[src/rtl/mem_stage_lsu_pkg.sv]
// Shared types for the MEM-stage load/store unit.
// Holds the FSM states, funct3 codes, and the legality, byte-enable and write-data helpers.
package lsu_pkg;

  typedef enum logic [1:0] {
    S_IDLE,
    S_REQ,
    S_WAIT_RD,
    S_DONE
  } lsu_state_e;

  localparam logic [2:0] F3_B  = 3'b000;
  localparam logic [2:0] F3_H  = 3'b001;
  localparam logic [2:0] F3_W  = 3'b010;
  localparam logic [2:0] F3_BU = 3'b100;
  localparam logic [2:0] F3_HU = 3'b101;

  function automatic logic lsu_legal(
    input logic       st,
    input logic [2:0] f3,
    input logic [1:0] off
  );
    logic ok;
    ok = 1'b0;
    case (f3)
      F3_B:    ok = 1'b1;
      F3_H:    ok = ~off[0];
      F3_W:    ok = (off == 2'b00);
      F3_BU:   ok = ~st;
      F3_HU:   ok = ~st & ~off[0];
      default: ok = 1'b0;
    endcase
    return ok;
  endfunction

  function automatic logic [3:0] lsu_be(
    input logic [2:0] f3,
    input logic [1:0] off
  );
    logic [3:0] be;
    be = 4'b1111;
    unique case (1'b1)
      (f3[1:0] == 2'b00): be = 4'b0001 << off;
      (f3[1:0] == 2'b01): be = off[1] ? 4'b1100 : 4'b0011;
      default:            be = 4'b1111;
    endcase
    return be;
  endfunction

  function automatic logic [31:0] lsu_wdata(
    input logic [2:0]  f3,
    input logic [31:0] d
  );
    logic [31:0] w;
    w = d;
    unique case (1'b1)
      (f3[1:0] == 2'b00): w = {4{d[7:0]}};
      (f3[1:0] == 2'b01): w = {2{d[15:0]}};
      default:            w = d;
    endcase
    return w;
  endfunction

endpackage

[src/rtl/mem_stage_lsu_if.sv]
// Data-memory request/response bus between the LSU and memory.
// master = LSU side, slave = memory side.
interface mem_stage_lsu_if;
  logic        dmem_req_o;
  logic        dmem_we_o;
  logic [31:0] dmem_addr_o;
  logic [3:0]  dmem_be_o;
  logic [31:0] dmem_wdata_o;
  logic        dmem_gnt_i;
  logic        dmem_rvalid_i;
  logic [31:0] dmem_rdata_i;

  modport master (
    output dmem_req_o,
    output dmem_we_o,
    output dmem_addr_o,
    output dmem_be_o,
    output dmem_wdata_o,
    input  dmem_gnt_i,
    input  dmem_rvalid_i,
    input  dmem_rdata_i
  );

  modport slave (
    input  dmem_req_o,
    input  dmem_we_o,
    input  dmem_addr_o,
    input  dmem_be_o,
    input  dmem_wdata_o,
    output dmem_gnt_i,
    output dmem_rvalid_i,
    output dmem_rdata_i
  );
endinterface

[src/rtl/mem_stage_lsu_load_align.sv]
// Load data alignment: shift the addressed lane down,
// then sign- or zero-extend by funct3.
module load_align
  import lsu_pkg::*;
(
  input  logic [2:0]  funct3,
  input  logic [1:0]  byte_off,
  input  logic [31:0] rdata,
  output logic [31:0] data
);

  logic [31:0] sh;

  always_comb begin
    sh   = rdata >> {byte_off, 3'b000};
    data = sh;
    unique case (1'b1)
      (funct3 == F3_B):  data = {{24{sh[7]}}, sh[7:0]};
      (funct3 == F3_H):  data = {{16{sh[15]}}, sh[15:0]};
      (funct3 == F3_BU): data = {24'd0, sh[7:0]};
      (funct3 == F3_HU): data = {16'd0, sh[15:0]};
      default:           data = sh;
    endcase
  end

endmodule

[src/rtl/mem_stage_lsu.sv]
// MEM-stage load/store unit: one outstanding data-memory access,
// stalling the pipeline until the store is granted or the load returns.
module mem_stage_lsu
  import lsu_pkg::*;
(
  input  logic        clk,
  input  logic        reset_n,
  input  logic        access_valid_i,
  input  logic        memRW_i,
  input  logic [2:0]  ld_st_sel_i,
  input  logic [31:0] alu_out_i,
  input  logic [31:0] dataR2_i,
  output logic        stall_o,
  output logic [31:0] load_data_o,
  output logic        load_valid_o,
  output logic        access_err_o,
  mem_stage_lsu_if.master dmem
);

  lsu_state_e  state;
  logic        we_q;
  logic [2:0]  f3_q;
  logic [1:0]  off_q;
  logic        req_q;
  logic [31:0] addr_q;
  logic [3:0]  be_q;
  logic [31:0] wdata_q;
  logic [31:0] load_data_q;
  logic        load_valid_q;
  logic        legal;
  logic        start;
  logic [31:0] align_data;

  assign legal = lsu_legal(memRW_i, ld_st_sel_i, alu_out_i[1:0]);
  assign start = (state == S_IDLE) && access_valid_i && legal;

  assign access_err_o = (state == S_IDLE) && access_valid_i && !legal;
  assign stall_o      = start || (state == S_REQ) || (state == S_WAIT_RD);

  assign load_data_o  = load_data_q;
  assign load_valid_o = load_valid_q;

  assign dmem.dmem_req_o   = req_q;
  assign dmem.dmem_we_o    = we_q;
  assign dmem.dmem_addr_o  = addr_q;
  assign dmem.dmem_be_o    = be_q;
  assign dmem.dmem_wdata_o = wdata_q;

  load_align u_align (
    .funct3   (f3_q),
    .byte_off (off_q),
    .rdata    (dmem.dmem_rdata_i),
    .data     (align_data)
  );

  // Request fields are latched at issue so the bus stays stable while waiting for gnt.
  always_ff @(posedge clk or negedge reset_n) begin
    if (!reset_n) begin
      state        <= S_IDLE;
      we_q         <= 1'b0;
      f3_q         <= 3'd0;
      off_q        <= 2'd0;
      req_q        <= 1'b0;
      addr_q       <= 32'd0;
      be_q         <= 4'd0;
      wdata_q      <= 32'd0;
      load_data_q  <= 32'd0;
      load_valid_q <= 1'b0;
    end else begin
      load_valid_q <= 1'b0;
      case (state)
        S_IDLE: begin
          if (start) begin
            we_q    <= memRW_i;
            f3_q    <= ld_st_sel_i;
            off_q   <= alu_out_i[1:0];
            addr_q  <= {alu_out_i[31:2], 2'b00};
            be_q    <= lsu_be(ld_st_sel_i, alu_out_i[1:0]);
            wdata_q <= lsu_wdata(ld_st_sel_i, dataR2_i);
            req_q   <= 1'b1;
            state   <= S_REQ;
          end
        end
        S_REQ: begin
          if (dmem.dmem_gnt_i) begin
            req_q <= 1'b0;
            state <= we_q ? S_DONE : S_WAIT_RD;
          end
        end
        S_WAIT_RD: begin
          if (dmem.dmem_rvalid_i) begin
            load_data_q  <= align_data;
            load_valid_q <= 1'b1;
            state        <= S_DONE;
          end
        end
        S_DONE: state <= S_IDLE;
        default: state <= S_IDLE;
      endcase
    end
  end

endmodule
[src/flat_wrapper.sv]
// flat-port wrapper written by rule: the top's interface ports become plain ports
module mem_stage_lsu_flat import lsu_pkg::*;
  (clk, reset_n, access_valid_i, memRW_i, ld_st_sel_i, alu_out_i, dataR2_i, stall_o, load_data_o, load_valid_o, access_err_o, dmem_dmem_req_o, dmem_dmem_we_o, dmem_dmem_addr_o, dmem_dmem_be_o, dmem_dmem_wdata_o, dmem_dmem_gnt_i, dmem_dmem_rvalid_i, dmem_dmem_rdata_i);
  mem_stage_lsu_if dmem_i ();
  input  logic clk;
  input  logic reset_n;
  input  logic access_valid_i;
  input  logic memRW_i;
  input  logic [2:0] ld_st_sel_i;
  input  logic [31:0] alu_out_i;
  input  logic [31:0] dataR2_i;
  output logic stall_o;
  output logic [31:0] load_data_o;
  output logic load_valid_o;
  output logic access_err_o;
  output wire logic [$bits(dmem_i.dmem_req_o)-1:0] dmem_dmem_req_o;
  output wire logic [$bits(dmem_i.dmem_we_o)-1:0] dmem_dmem_we_o;
  output wire logic [$bits(dmem_i.dmem_addr_o)-1:0] dmem_dmem_addr_o;
  output wire logic [$bits(dmem_i.dmem_be_o)-1:0] dmem_dmem_be_o;
  output wire logic [$bits(dmem_i.dmem_wdata_o)-1:0] dmem_dmem_wdata_o;
  input wire logic [$bits(dmem_i.dmem_gnt_i)-1:0] dmem_dmem_gnt_i;
  input wire logic [$bits(dmem_i.dmem_rvalid_i)-1:0] dmem_dmem_rvalid_i;
  input wire logic [$bits(dmem_i.dmem_rdata_i)-1:0] dmem_dmem_rdata_i;
  assign dmem_dmem_req_o = dmem_i.dmem_req_o;
  assign dmem_dmem_we_o = dmem_i.dmem_we_o;
  assign dmem_dmem_addr_o = dmem_i.dmem_addr_o;
  assign dmem_dmem_be_o = dmem_i.dmem_be_o;
  assign dmem_dmem_wdata_o = dmem_i.dmem_wdata_o;
  assign dmem_i.dmem_gnt_i = dmem_dmem_gnt_i;
  assign dmem_i.dmem_rvalid_i = dmem_dmem_rvalid_i;
  assign dmem_i.dmem_rdata_i = dmem_dmem_rdata_i;
  mem_stage_lsu u_core (.clk(clk), .reset_n(reset_n), .access_valid_i(access_valid_i), .memRW_i(memRW_i), .ld_st_sel_i(ld_st_sel_i), .alu_out_i(alu_out_i), .dataR2_i(dataR2_i), .stall_o(stall_o), .load_data_o(load_data_o), .load_valid_o(load_valid_o), .access_err_o(access_err_o), .dmem(dmem_i));
endmodule
[config.mk]
export PLATFORM = sky130hd
export DESIGN_NAME = mem_stage_lsu_flat
export DESIGN_NICKNAME = d
export VERILOG_FILES = /design/src/rtl/mem_stage_lsu_pkg.sv /design/src/rtl/mem_stage_lsu_if.sv /design/src/rtl/mem_stage_lsu_load_align.sv /design/src/rtl/mem_stage_lsu.sv /design/src/flat_wrapper.sv
export SDC_FILE = /design/constraint.sdc
export NUM_CORES = 1
export LEC_CHECK = 0
export BUFFER_PORTS_ARGS = -buffer_cell sky130_fd_sc_hd__buf_2
export CORE_MARGIN = 3
export CORE_UTILIZATION = 40
export CTS_BUF_LIST = sky130_fd_sc_hd__clkbuf_16
export CTS_CLUSTER_DIAMETER = 80
export CTS_CLUSTER_SIZE = 24
export DETAILED_ROUTE_END_ITERATION = 7
export HOLD_SLACK_MARGIN = 0.03
export PLACE_DENSITY_LB_ADDON = 0.15
export SLEW_MARGIN = 20
export SYNTH_ARGS = -nofsm -noshare
export SYNTH_HDL_FRONTEND = slang
export SYNTH_SLANG_ARGS = --single-unit
[constraint.sdc]
create_clock -name clk -period 1.48 [get_ports clk]
set_input_delay 0.148 -clock clk [delete_from_list [all_inputs] [get_ports clk]]
set_output_delay 0.148 -clock clk [all_outputs]
set_load 0.02 [all_outputs]
==> results of run 1 <==
-- layer usage --
metal	GRT usage, %	vias up
met5	0	-
met4	6.08	0
met3	6.70	23
met2	37.8	173
met1	27.6	2316
li1	-	2386
-- stage by stage --
stage	hold slack, ps	util [%]	instance area [um^2]
3_3_place_gp	82.3	53.9	6640
4_1_cts	33.2	61.1	7520
6_report	38.3	61.5	7570
2_1_floorplan	-148	-	5160
3_5_place_dp	83.9	53.9	6640
5_1_grt	53.1	61.5	7570
-- logic make-up (layout without fill, tap and decap cells) --
kind of cell | count (synthesis) | in the layout | synth area share [%]
AO/OA/AOI/OAI | 120 | 120 | 13.5
adder cells (fa/ha/maj) | 4 | 4 | 0.972
buffers and inverters | 47 | 320 | 4.88
flip-flops | 108 | 108 | 52.5
multiplexers | 51 | 51 | 10.3
other | 1 | 2 | 0.0728
AND/OR/NAND/NOR | 227 | 227 | 17.8
-- flip-flops by register name, summed over array words and instances (netlist names) --
register	cells
u_core.dmem.dmem_addr_o	30
u_core.dmem.dmem_be_o	4
u_core.dmem.dmem_req_o	1
u_core.dmem.dmem_wdata_o	32
u_core.dmem.dmem_we_o	1
u_core.f3_q	3
u_core.load_data_o	32
u_core.load_valid_o	1
u_core.off_q	2
u_core.state	2
-- what timing repair did --
item | in CTS | in global routing
endpoints found under the hold margin | 105 | 0
endpoints found under the setup margin | 89 | 103
gates cloned | 0 | 1
hold buffers | 33 | 0
gates resized for setup | 32 | 21
buffers inserted | 11 | 2
pin swaps | 7 | 1
-- layout make-up --
cell class / instances / area, um^2
clock inverters: 7 / 96.3
well taps: 168 / 210
clock buffers: 9 / 225
flip-flops and latches: 108 / 2710
multi-input cells: 404 / 2350
fillers: 1069 / 4740
inverters: 8 / 30.0
repair buffers: 296 / 1950
-- worst max path at each step --
stage / end / slack [ps] / cells past startpoint
after floorplan: stall_o / -20 / 7
after global routing: u_core.load_data_o[14] / -170 / 4
after global placement: u_core.load_data_o[22] / -160 / 5
final: stall_o / -80 / 6
after CTS: stall_o / -80 / 6
after detailed placement: u_core.load_data_o[28] / -240 / 4
-- tightest hold or removal path, delay by kind of cell --
kind	cells	cell delay [ps]
simple gates	2	110
buf+inv	1	110
-- cells in the final DEF, fill, tap and decap left out, types with 12 or more instances in the layout --
master | Yosys | layout
buf_2 | 19 | 204
nand2_1 | 171 | 169
dfrtp_1 | 108 | 106
a21oi_1 | 59 | 46
buf_4 | 7 | 45
nor2_1 | 42 | 42
mux2i_1 | 40 | 38
dlygate4sd3_1 | 0 | 33
o21ai_0 | 39 | 27
a21oi_2 | 0 | 13
o21ai_1 | 0 | 12
-- power by group --
part	internal, mW	total [mW]	switching (mW)
clock	1.49	2.60	1.11
sequential	4.33	5.22	0.888
combinational	3.19	7.84	4.65
==> impl_metrics.csv, run 1 <==
group,metric,value,unit
clocking,cts.path.max_buffers,2,
cells_and_area,diodes,0,
routing,vias_per_cell,4.90,
timing,setup_slack,-83.1,ps
synth,synth_edf_count,0,
status,violations,"setup timing",
routing,wl_met1,6720,um
synth,ys_top_cells_by_area,"dfrtp_1 52%, nand2_1 12%, mux2i_1 7.8%",
clocking,clock_sinks,108,
hold_path,min_path_type,"in -> reg",
timing,rsz0062_at_grt,"yes",
routing,wl_met3,1120,um
synth,syn_avg_cell_area,9.23,um^2
worst_setup_path,worstPathCellList,"inv_2, ha_4, nand2_4, o21bai_4, nand3_2, buf_6",
synth,netlist.area_leader.share,52.5,%
worst_setup_path,crit_required,1330,ps
synth,ys_warn_count,0,
synth,ys_seq_area_share,52.5,%
synth,yosys-top-cells-count,"171 x nand2_1, 108 x dfrtp_1, 59 x a21oi_1",
placed_design,portBuffers,207,
worst_setup_path,reg2reg_to,"u_core.state[1]",
floorplanning,start_util,41.8,%
placed_design,place.gp.congestion,0.886,
power,power,15.7,mW
timing,period_share,106,%
worst_setup_path,end_kind,"output port",
synth,ys.flop_type,"dfrtp_1",
routing,vias,4898,
clocking,clkLatencyLatePin,360,ps
synth,yosysMostFrequentCell,"nand2_1",
routing,post_drt_wl_per_cell,16.0,um
floorplanning,die_area,0.0143,mm^2
floorplanning,rows,40,
synth,synth_area,0.00515,mm^2
routing,drt_iter0_drc,289,
worst_setup_path,startpoint,"u_core.state[0]",
worst_setup_path,slowest_stage,"dfrtp_1",
floorplanning,core_area,0.0123,mm^2
worst_setup_path,max_stage_delay,410,ps
power,power_density,2070,mW/mm^2
worst_setup_path,r2r_setup_slack,-60,ps
routing,routed.top_layer,"met4",
status,outcome,"complete, but fails checks",
clocking,cts_tree,"yes",
worst_setup_path,crit_buf_inv,2,
cells_and_area,nets,936,
clocking,clock-root-buffer,"clkbuf_16",
placed_design,dpl.cell_count,939,
cells_and_area,final_cells,1000,
timing,min_period,1560,ps
floorplanning,die_h,119,um
hold_path,holdPathEnd,"u_core.dmem.dmem_wdata_o[0]",
job,drv_cap,0,
grt,grtUsageTotal,22.3,%
routing,drc,0,
floorplanning,pin_count,210,
grt,antenna_found_initial,0,
routing,ant_nets,0,
grt,grt_pass1_wl,25500,um
hold_path,min_from,"dataR2_i[0]",
synth,synth_cell_types,41,
timing,hold_violations,0,
floorplanning,dieWidth,119,um
power,ir_drop,1.18,mV
timing,slew_violations,0,
grt,grt_pass1_vias,5094,
worst_setup_path,r2r-start,"u_core.state[1]",
routing,wl,16000,um
timing,timing.fmax,0.640,GHz
worst_setup_path,crit_type,"reg -> out",
clocking,cts_max_level,3,
grt,grt-ovfl-total,0,
worst_setup_path,crit_fanout,3,
worst_setup_path,cp_data_arrival_time,1420,ps
synth,yosysTopAreaCell,"dfrtp_1",
clocking,clkSlewWorstSetupHoldPaths,80,ps
grt,grt_start_max_net_pins,46,
synth,ys_ff_latch,108,
routing,drtPass1Iterations,5,
routing,wl_met2,7950,um
cells_and_area,area_delta_synth_final,47.1,%
hold_path,min_path_cells,3,
placed_design,dp_hpwl,11200,um
timing,worst_clock_skew,9.32,ps
timing,final.setup.tns,-1770,ps
clocking,numCtsBuffers,9,
timing,setup_violations,74,
synth,async_flop_share,100,%
worst_setup_path,cp_top_family,"flip-flops",
power,leakage,3.93,nW
synth,syn_inst,558,
worst_setup_path,cp-start-kind,"flip-flop",
placed_design,pre_cts_ws,-243,ps
worst_setup_path,worst_r2r_path_depth,6,
cells_and_area,drive_above_1_share,39.4,%
(Power assumes the default switching activity.)
==> run 2: changes to the inputs <==
- ABC_CLOCK_PERIOD_IN_PS: default -> 1480
- CORE_MARGIN: 3 -> default
==> impl_metrics.csv, run 2 (synthesized netlist as in run 1, its figures left out) <==
group,metric,value,unit
status,outcome,"complete, but fails checks",
status,violations,"setup timing",
cells_and_area,final_common_cell,"buf_2",
timing,final.setup.tns,-1090,ps
routing,post_drt_wl_per_cell,15.5,um
worst_setup_path,crit_required,1770,ps
hold_path,min_from,"dataR2_i[0]",
grt,busiest_layer,"met2",
routing,wl,15500,um
cells_and_area,utilization,59.8,%
grt,use_met2,39.7,%
timing,hold_ws,32.4,ps
routing,vias_per_cell,4.88,
placed_design,dp_hpwl,10700,um
clocking,cts_tree,"yes",
grt,grt-ovfl-total,0,
grt,grt.met3_usage,5.75,%
floorplanning,dieWidth,115,um
worst_setup_path,max_stage_delay,460,ps
clocking,clock_sinks,108,
grt,antenna_found_initial,0,
cells_and_area,final.fill_count,1087,
timing,slew_violations,0,
clocking,cts.path.max_buffers,2,
clocking,clkSlewWorstSetupHoldPaths,70,ps
cells_and_area,final_cell_mix,"205 x buf_2, 169 x nand2_1, 105 x dfrtp_1",
timing,setup_slack,-111,ps
routing,drt_iter0_drc,232,
grt,use_met1,29.1,%
placed_design,place_area,0.00658,mm^2
clocking,numCtsBuffers,9,
routing,drtPass1Iterations,4,
job,drv_cap,0,
floorplanning,rows,41,
timing,timing.fmax,0.629,GHz
grt,grt_pass1_vias,4853,
floorplanning,core_area,0.0126,mm^2
power,power,15.4,mW
worst_setup_path,cp_data_arrival_time,1880,ps
cells_and_area,nets,930,
grt,grt_start_max_net_pins,47,
grt,grtUsageTotal,23.6,%
timing,rsz0062_at_grt,"yes",
floorplanning,pin_count,210,
worst_setup_path,worstPathCellList,"mux2i_4, mux2_4, o31a_1, a21oi_1",
timing,hold_violations,0,
placed_design,place.gp.congestion,0.865,
timing,min_period,1590,ps
worst_setup_path,startpoint,"u_core.off_q[1]",
cells_and_area,drive_above_1_share,40.7,%
grt,grt_pass1_wl,23900,um
clocking,clkLatencyLatePin,360,ps
routing,ant_nets,0,
power,power_density,2050,mW/mm^2
worst_setup_path,cp-start-kind,"flip-flop",
timing,worst_clock_skew,5.61,ps
floorplanning,die_area,0.0133,mm^2
worst_setup_path,r2r-start,"u_core.off_q[1]",
worst_setup_path,slowest_stage,"dfrtp_2",
worst_setup_path,crit_fanout,7,
cells_and_area,final_area,0.00752,mm^2
routing,drc,0,
floorplanning,die_h,115,um
cells_and_area,area_delta_synth_final,46.1,%
power,ir_drop,0.917,mV
placed_design,portBuffers,207,
floorplanning,start_util,41.0,%
worst_setup_path,cp_top_family,"compound AO/OA/AOI/OAI gates",
clocking,clock-root-buffer,"clkbuf_16",
timing,period_share,107,%
clocking,cts_max_level,3,
worst_setup_path,end_kind,"flip-flop",
routing,vias,4871,
cells_and_area,diodes,0,
power,leakage,3.89,nW
timing,setup_violations,25,
hold_path,min_path_type,"in -> reg",
worst_setup_path,crit_buf_inv,0,
worst_setup_path,crit_type,"reg -> reg",
==> run 2: per-layer routing <==
layer  vias to the layer above  part of all wire [%]
met3                        23                   5.9
met5                         -                     0
li1                       2377                     -
met1                      2310                    43
met2                       161                    50
met4                         0                   2.0
==> run 2: area by class of cell <==
| type | count | area (um^2) | share of cell area (%) |
|---|---|---|---|
| Sequential cell | 108 | 2710 | 36.0 |
| Tap cell | 172 | 215 | 2.86 |
| Multi-Input combinational cell | 404 | 2400 | 31.9 |
| Clock buffer | 9 | 225 | 2.99 |
| Inverter | 8 | 30.0 | 0.399 |
| Clock inverter | 7 | 42.5 | 0.566 |
| Timing Repair Buffer | 290 | 1900 | 25.3 |
==> run 2: worst reg2reg max path, delay by kind of cell (launching register included) <==
family | cells | cell delay (ps)
compound gates | 2 | 560
flops | 1 | 460
mux | 2 | 500
==> run 2: power by group <==
group | leakage (nW) | switching (mW) | internal [mW]
logic | 2.44 | 4.72 | 3.26
registers | 1.32 | 0.858 | 4.34
clock network | 0.135 | 1.13 | 1.14
==> run 2: through the flow <==
| stage | cells | setup WS (ps) |
|---|---|---|
| finish | 998 | -111 |
| floorplan | 559 | -15.2 |
| global placement | 938 | -118 |
| CTS | 992 | -113 |
| detailed placement | 938 | -270 |
| global route | 998 | -169 |
==> run 2: path summary, 6_finish.rpt <==
path	slack [ps]	endpoint	cells past startpoint
max	-110	u_core.load_data_o[11]	4
min	30	u_core.dmem.dmem_wdata_o[0]	3
max reg2reg	-110	u_core.load_data_o[11]	4
min reg2reg	470	u_core.dmem.dmem_addr_o[15]	2
max in group asynchronous	690	u_core.dmem.dmem_wdata_o[1]	3
min in group asynchronous	240	u_core.dmem.dmem_wdata_o[19]	2
==> run 2: repair_timing <==
action / in CTS / in global routing
setup endpoints to repair: 100 / 104
hold buffers: 31 / 0
setup buffers: 7 / 5
endpoints found under the hold margin: 51 / 0
pin swaps: 6 / 5
gates cloned: 0 / 3
gates resized for setup: 31 / 44
